==> src/rtl/mem_initiator.sv <==
// mem_initiator
// Single-outstanding initiator for the native memory bus. Takes one command on
// a valid/ready command port, performs exactly one bus transfer, and returns
// read data plus an error flag on a valid/ready response port.
//
// Ports:
//   clk, resetn                    clock, synchronous active-low reset
//   cmd_valid/cmd_ready            command handshake
//   cmd_addr/cmd_wdata/cmd_wstrb   command fields (wstrb == 0 means read)
//   mem_valid/mem_addr/mem_wdata/mem_wstrb  bus request (fields 0 when idle)
//   mem_ready/mem_rdata            bus completion and read data
//   rsp_valid/rsp_ready            response handshake
//   rsp_rdata/rsp_err              read data (0 for writes/errors), error flag
//
// Parameters:
//   TIMEOUT  bus-wait limit in cycles (1..65535), only used when the
//            MEM_INITIATOR_TIMEOUT_EN macro is defined.
//
// Optional feature: define MEM_INITIATOR_TIMEOUT_EN to abandon a transfer
// that waits TIMEOUT cycles without mem_ready; the response then carries
// rsp_err=1. Without it the initiator waits indefinitely.

module mem_initiator #(
  parameter int unsigned TIMEOUT = 255
) (
  input  logic        clk,
  input  logic        resetn,
  input  logic        cmd_valid,
  output logic        cmd_ready,
  input  logic [31:0] cmd_addr,
  input  logic [31:0] cmd_wdata,
  input  logic [3:0]  cmd_wstrb,
  output logic        mem_valid,
  output logic [31:0] mem_addr,
  output logic [31:0] mem_wdata,
  output logic [3:0]  mem_wstrb,
  input  logic        mem_ready,
  input  logic [31:0] mem_rdata,
  output logic        rsp_valid,
  input  logic        rsp_ready,
  output logic [31:0] rsp_rdata,
  output logic        rsp_err
);

  // Reject an out-of-range limit at elaboration time.
  if ((TIMEOUT < 1) || (TIMEOUT > 65535)) begin : g_bad_timeout
    $error("mem_initiator: TIMEOUT must be in 1..65535");
  end

  typedef enum logic [1:0] {
    IDLE = 2'd0,
    REQ  = 2'd1,
    RESP = 2'd2
  } state_e;

  state_e      state_q, state_d;
  logic        cmd_ready_q, cmd_ready_d;
  logic        mem_valid_q, mem_valid_d;
  logic [31:0] mem_addr_q, mem_addr_d;
  logic [31:0] mem_wdata_q, mem_wdata_d;
  logic [3:0]  mem_wstrb_q, mem_wstrb_d;
  logic        rsp_valid_q, rsp_valid_d;
  logic [31:0] rsp_rdata_q, rsp_rdata_d;
  logic        rsp_err_q, rsp_err_d;
  logic        timeout_s;

`ifdef MEM_INITIATOR_TIMEOUT_EN
  localparam logic [15:0] TIMEOUT_C = 16'(TIMEOUT);

  logic [15:0] wait_cnt_q, wait_cnt_d;

  assign timeout_s = (wait_cnt_q == TIMEOUT_C);

  // Wait counter: held at zero outside REQ so it starts from zero on entry,
  // counts REQ cycles in which the responder has not completed.
  always_comb begin
    wait_cnt_d = wait_cnt_q;
    if (state_q != REQ) begin
      wait_cnt_d = 16'd0;
    end else if (!mem_ready) begin
      wait_cnt_d = wait_cnt_q + 16'd1;
    end else begin
      wait_cnt_d = wait_cnt_q;
    end
  end

  // Wait counter register.
  always_ff @(posedge clk) begin
    if (!resetn) begin
      wait_cnt_q <= 16'd0;
    end else begin
      wait_cnt_q <= wait_cnt_d;
    end
  end
`else
  assign timeout_s = 1'b0;
`endif

  // Next-state and next-output logic; every output is registered so the bus
  // and response ports are glitch-free.
  always_comb begin
    state_d     = state_q;
    cmd_ready_d = cmd_ready_q;
    mem_valid_d = mem_valid_q;
    mem_addr_d  = mem_addr_q;
    mem_wdata_d = mem_wdata_q;
    mem_wstrb_d = mem_wstrb_q;
    rsp_valid_d = rsp_valid_q;
    rsp_rdata_d = rsp_rdata_q;
    rsp_err_d   = rsp_err_q;
    case (state_q)
      IDLE: begin
        // cmd_ready_q is low for the first cycle after reset, so no command
        // can be taken until it has risen.
        if (cmd_valid && cmd_ready_q) begin
          cmd_ready_d = 1'b0;
          if (cmd_addr[1:0] != 2'b00) begin
            // Misaligned: answer immediately without touching the bus.
            state_d     = RESP;
            rsp_valid_d = 1'b1;
            rsp_err_d   = 1'b1;
            rsp_rdata_d = 32'h0000_0000;
          end else begin
            state_d     = REQ;
            mem_valid_d = 1'b1;
            mem_addr_d  = cmd_addr;
            mem_wdata_d = cmd_wdata;
            mem_wstrb_d = cmd_wstrb;
          end
        end else begin
          cmd_ready_d = 1'b1;
        end
      end
      REQ: begin
        // A completion on the same cycle the limit is reached takes priority.
        if (mem_ready) begin
          state_d     = RESP;
          mem_valid_d = 1'b0;
          mem_addr_d  = 32'h0000_0000;
          mem_wdata_d = 32'h0000_0000;
          mem_wstrb_d = 4'b0000;
          rsp_valid_d = 1'b1;
          rsp_err_d   = 1'b0;
          if (mem_wstrb_q == 4'b0000) begin
            rsp_rdata_d = mem_rdata;
          end else begin
            rsp_rdata_d = 32'h0000_0000;
          end
        end else if (timeout_s) begin
          state_d     = RESP;
          mem_valid_d = 1'b0;
          mem_addr_d  = 32'h0000_0000;
          mem_wdata_d = 32'h0000_0000;
          mem_wstrb_d = 4'b0000;
          rsp_valid_d = 1'b1;
          rsp_err_d   = 1'b1;
          rsp_rdata_d = 32'h0000_0000;
        end else begin
          state_d = REQ;
        end
      end
      RESP: begin
        if (rsp_ready) begin
          state_d     = IDLE;
          cmd_ready_d = 1'b1;
          rsp_valid_d = 1'b0;
          rsp_rdata_d = 32'h0000_0000;
          rsp_err_d   = 1'b0;
        end else begin
          state_d = RESP;
        end
      end
      default: begin
        state_d     = IDLE;
        cmd_ready_d = 1'b0;
        mem_valid_d = 1'b0;
        mem_addr_d  = 32'h0000_0000;
        mem_wdata_d = 32'h0000_0000;
        mem_wstrb_d = 4'b0000;
        rsp_valid_d = 1'b0;
        rsp_rdata_d = 32'h0000_0000;
        rsp_err_d   = 1'b0;
      end
    endcase
  end

  // State and output registers; reset drops any in-flight command.
  always_ff @(posedge clk) begin
    if (!resetn) begin
      state_q     <= IDLE;
      cmd_ready_q <= 1'b0;
      mem_valid_q <= 1'b0;
      mem_addr_q  <= 32'h0000_0000;
      mem_wdata_q <= 32'h0000_0000;
      mem_wstrb_q <= 4'b0000;
      rsp_valid_q <= 1'b0;
      rsp_rdata_q <= 32'h0000_0000;
      rsp_err_q   <= 1'b0;
    end else begin
      state_q     <= state_d;
      cmd_ready_q <= cmd_ready_d;
      mem_valid_q <= mem_valid_d;
      mem_addr_q  <= mem_addr_d;
      mem_wdata_q <= mem_wdata_d;
      mem_wstrb_q <= mem_wstrb_d;
      rsp_valid_q <= rsp_valid_d;
      rsp_rdata_q <= rsp_rdata_d;
      rsp_err_q   <= rsp_err_d;
    end
  end

  assign cmd_ready = cmd_ready_q;
  assign mem_valid = mem_valid_q;
  assign mem_addr  = mem_addr_q;
  assign mem_wdata = mem_wdata_q;
  assign mem_wstrb = mem_wstrb_q;
  assign rsp_valid = rsp_valid_q;
  assign rsp_rdata = rsp_rdata_q;
  assign rsp_err   = rsp_err_q;

endmodule
==> config.mk <==
export PLATFORM = sky130hd
export DESIGN_NAME = mem_initiator
export DESIGN_NICKNAME = d
export VERILOG_FILES = /design/src/rtl/mem_initiator.sv
export SDC_FILE = /design/constraint.sdc
export NUM_CORES = 1
export LEC_CHECK = 0
export BUFFER_PORTS_ARGS = -buffer_cell sky130_fd_sc_hd__buf_2
export CAP_MARGIN = 20
export CORE_MARGIN = 4
export CORE_UTILIZATION = 46
export CTS_CLUSTER_DIAMETER = 30
export DETAILED_ROUTE_END_ITERATION = 7
export PLACE_DENSITY = 0.79
export SYNTH_ARGS = -nofsm -noshare
export SYNTH_HDL_FRONTEND = slang
export SYNTH_SLANG_ARGS = --single-unit
==> constraint.sdc <==
create_clock -name clk -period 1.7 [get_ports clk]
set_input_delay 0 -clock clk [delete_from_list [all_inputs] [get_ports clk]]
set_output_delay 0 -clock clk [all_outputs]
set_load 0.1 [all_outputs]
==> flow_metrics.py <==
metrics = {
    "timing": {
        "max_freq_mhz": 614,
        "drv_slew": 0,
        "relSlewSlack_pct": 66.1,
        "finClkSkew_ns": 0.0141,
        "period_share_pct": 95.8,
        "finalHoldViolCount": 0,
        "worst_slack_ns": 0.0721,
        "finalSetupViolCount": 0,
        "tightest_slew_ns": 0.513,
        "fin_crit_ns": 1.63,
        "whs_ns": 0.0353,
    },
    "routing": {
        "ant_nets": 0,
        "drc": 0,
        "wl_per_cell_um": 16.3,
        "drtPass1Iterations": 5,
        "dr_total_vias": 4671,
        "drt_iter0_markers": 313,
        "routed_wl_mm": 14.7,
        "vias_per_cell": 5.16,
    },
    "global_route": {
        "grt_pass1_wl_mm": 23.7,
        "antenna_found_initial": 0,
        "gr-total-overflow": 0,
        "grt_max_degree": 79,
        "grt_usage_pct": 26.0,
        "grt_pass1_vias": 4835,
    },
    "layout": {
        "drive_gt1_share_pct": 32.7,
        "fillCellCount": 615,
        "n_antenna_cell": 0,
        "final_nets": 877,
        "syn_to_final_growth_pct": 55.0,
    },
    "synth": {
        "syn_area_per_cell_um2": 9.24,
        "netlist_instances": 478,
        "netlist_top_cells_area": "dfxtp_1 (48%), mux2i_1 (22%), nand2_1 (14%)",
        "synth_cell_types": 32,
        "synth_top_area_share_pct": 48.0,
        "ys_seq_area_share_pct": 48.0,
        "synth_seq_cells": 106,
        "yosysTopAreaCell": "dfxtp_1",
        "synth_edf_count": 0,
        "async_flop_share_pct": 0,
        "syn_nets": 583,
        "yosysWarningCount": 0,
        "yosysMostFrequentCell": "nand2_1",
        "synth_common_cells": "nand2_1 (170), dfxtp_1 (106), mux2i_1 (99)",
        "synthFlopType": "dfxtp_1",
        "syn_area_um2": 4420,
    },
    "power": {
        "switching_power_mw": 1.85,
        "clkPwrFrac_pct": 28.8,
        "p_leak_nw": 3.57,
        "powerDensity_nw_per_um2": 825,
        "swShare_pct": 32.7,
        "combPwrFrac_pct": 25.1,
        "p_seq_share_pct": 46.1,
        "intPower_mw": 3.80,
        "irDropWorstVdd_mv": 0.512,
    },
    "placed_design": {
        "place_ws_ns": -0.0333,
        "hpwl_mm": 8.36,
        "port_buffers": 208,
        "place_congestion": 0.774,
    },
    "clock_tree": {
        "clk_pin_slew_ns": 0.11,
        "cts_made_buffers": 9,
        "clk_path_buf_depth": 2,
        "cts_root_buf": "clkbuf_8",
        "cts_tree": "done",
        "clock_latency_ns": 0.36,
        "clock-sinks": 106,
        "cts-htree-levels": 3,
    },
    "floorplanning": {
        "die_w_um": 106,
        "start_util_pct": 47.6,
        "core-area_um2": 9280,
        "die_area_um2": 11200,
        "dieHeight_um": 106,
        "rows": 35,
        "pin_count": 209,
    },
    "flow_run": {
        "max_cap_viol_count": 0,
    },
    "hold_path": {
        "hold_class": "input port to flip-flop",
        "whs_path_depth": 3,
    },
    "setup_path": {
        "setup.worst_path.end_class": "flip-flop",
        "worst-path-max-fanout": 25,
        "ff2ff_path_depth": 5,
        "arrival_ns": 1.90,
        "worstSetupPathType": "flip-flop to flip-flop",
        "required_ns": 1.98,
        "start_kind": "flip-flop",
    },
    "outcome": {
        "status": "complete, no violations",
    },
}
registers in the layout, indices dropped and copies added, names as in the netlist:
register / cells
mem_addr: 32
mem_wdata: 32
rsp_rdata: 32
mem_wstrb: 4
state_q: 2
cmd_ready: 1
mem_valid: 1
rsp_err: 1
rsp_valid: 1
metal layers:
metal	GRT usage [%]	vias to the layer above	share of wire (%)
met4	10.5	0	2.6
met3	7.16	36	9.3
met5	0	-	0
met2	45.9	261	50
li1	-	2198	-
met1	29.6	2176	38
power groups by stage:
stage | Sequential [mW] | Clock (mW) | Combinational, mW
global placement | 2.65 | 0 | 1.17
finish | 2.60 | 1.63 | 1.42
CTS | 2.60 | 1.68 | 1.37
floorplan | 3.13 | 0 | 0.437
detailed placement | 2.65 | 0 | 1.19
global route | 2.61 | 1.76 | 1.49
layout make-up:
class / count / area [µm²] / area share (%)
timing repair buffer: 326 / 2280 / 33.3
multi-input combinational: 326 / 2050 / 30.0
inverter: 3 / 11.3 / 0.164
clock buffer: 10 / 138 / 2.01
tap: 129 / 161 / 2.36
sequential: 106 / 2130 / 31.1
clock inverter: 6 / 72.6 / 1.06
logic make-up after synthesis:
logic type      Yosys count  share of synthesized area [%]
buf+inv                  46                           6.32
compound gates           14                           2.49
simple gates            213                           20.7
mux                      99                           22.4
flops                   106                           48.0
layout by cell type (no fill, tap or decap), types with 2 or more instances in the layout:
cell           count
clkinv_4           2
nand2_1          170
buf_2            207
inv_1              3
inv_6              2
dfxtp_2            5
o21ai_0            2
dlygate4sd3_1    100
nand4_1           32
dfxtp_1          100
buf_4             10
a21o_1             2
mux2i_1           98
buf_12             6
clkbuf_8          10
and3_1             2
nor3_1             2
o211a_1            2
buf_6              2
timing repair:
| item | CTS | global route |
|---|---|---|
| resized for setup | 2 | 4 |
| pin swaps | 0 | 1 |
| buffers inserted | 0 | 0 |
| setup endpoints to repair | 4 | 17 |
| cloned | 0 | 1 |
| hold buffers | 100 | 0 |
| hold endpoints to repair | 101 | 0 |
critical path, cell delays in order, from the launching register on:
cell and delay [ns]:
dfxtp_2 0.44, and3b_1 0.23, o22ai_4 0.15, buf_12 0.22, buf_12 0.21, mux2i_1 0.27
through the flow:
step | cells | power, mW | setup TNS (ns) | instance area (µm²) | util [%]
floorplan | 478 | 3.56 | 0 | 4420 | -
global placement | 789 | 3.83 | 0 | 5590 | 60.3
detailed placement | 789 | 3.84 | -0.0333 | 5590 | 60.3
CTS | 905 | 5.65 | 0 | 6810 | 73.3
global route | 906 | 5.86 | -0.00272 | 6850 | 73.7
finish | 906 | 5.65 | 0 | 6850 | 73.7
path summary, 6_finish.rpt:
path                      from      endpoint  slack [ns]
setup reg to reg    state_q[1]  mem_addr[16]        0.07
hold reg to reg   rsp_rdata[9]  rsp_rdata[9]        0.46
setup / recovery    state_q[1]  mem_addr[16]        0.07
hold / removal          resetn  rsp_rdata[2]        0.04
(Power assumes the default switching activity.)
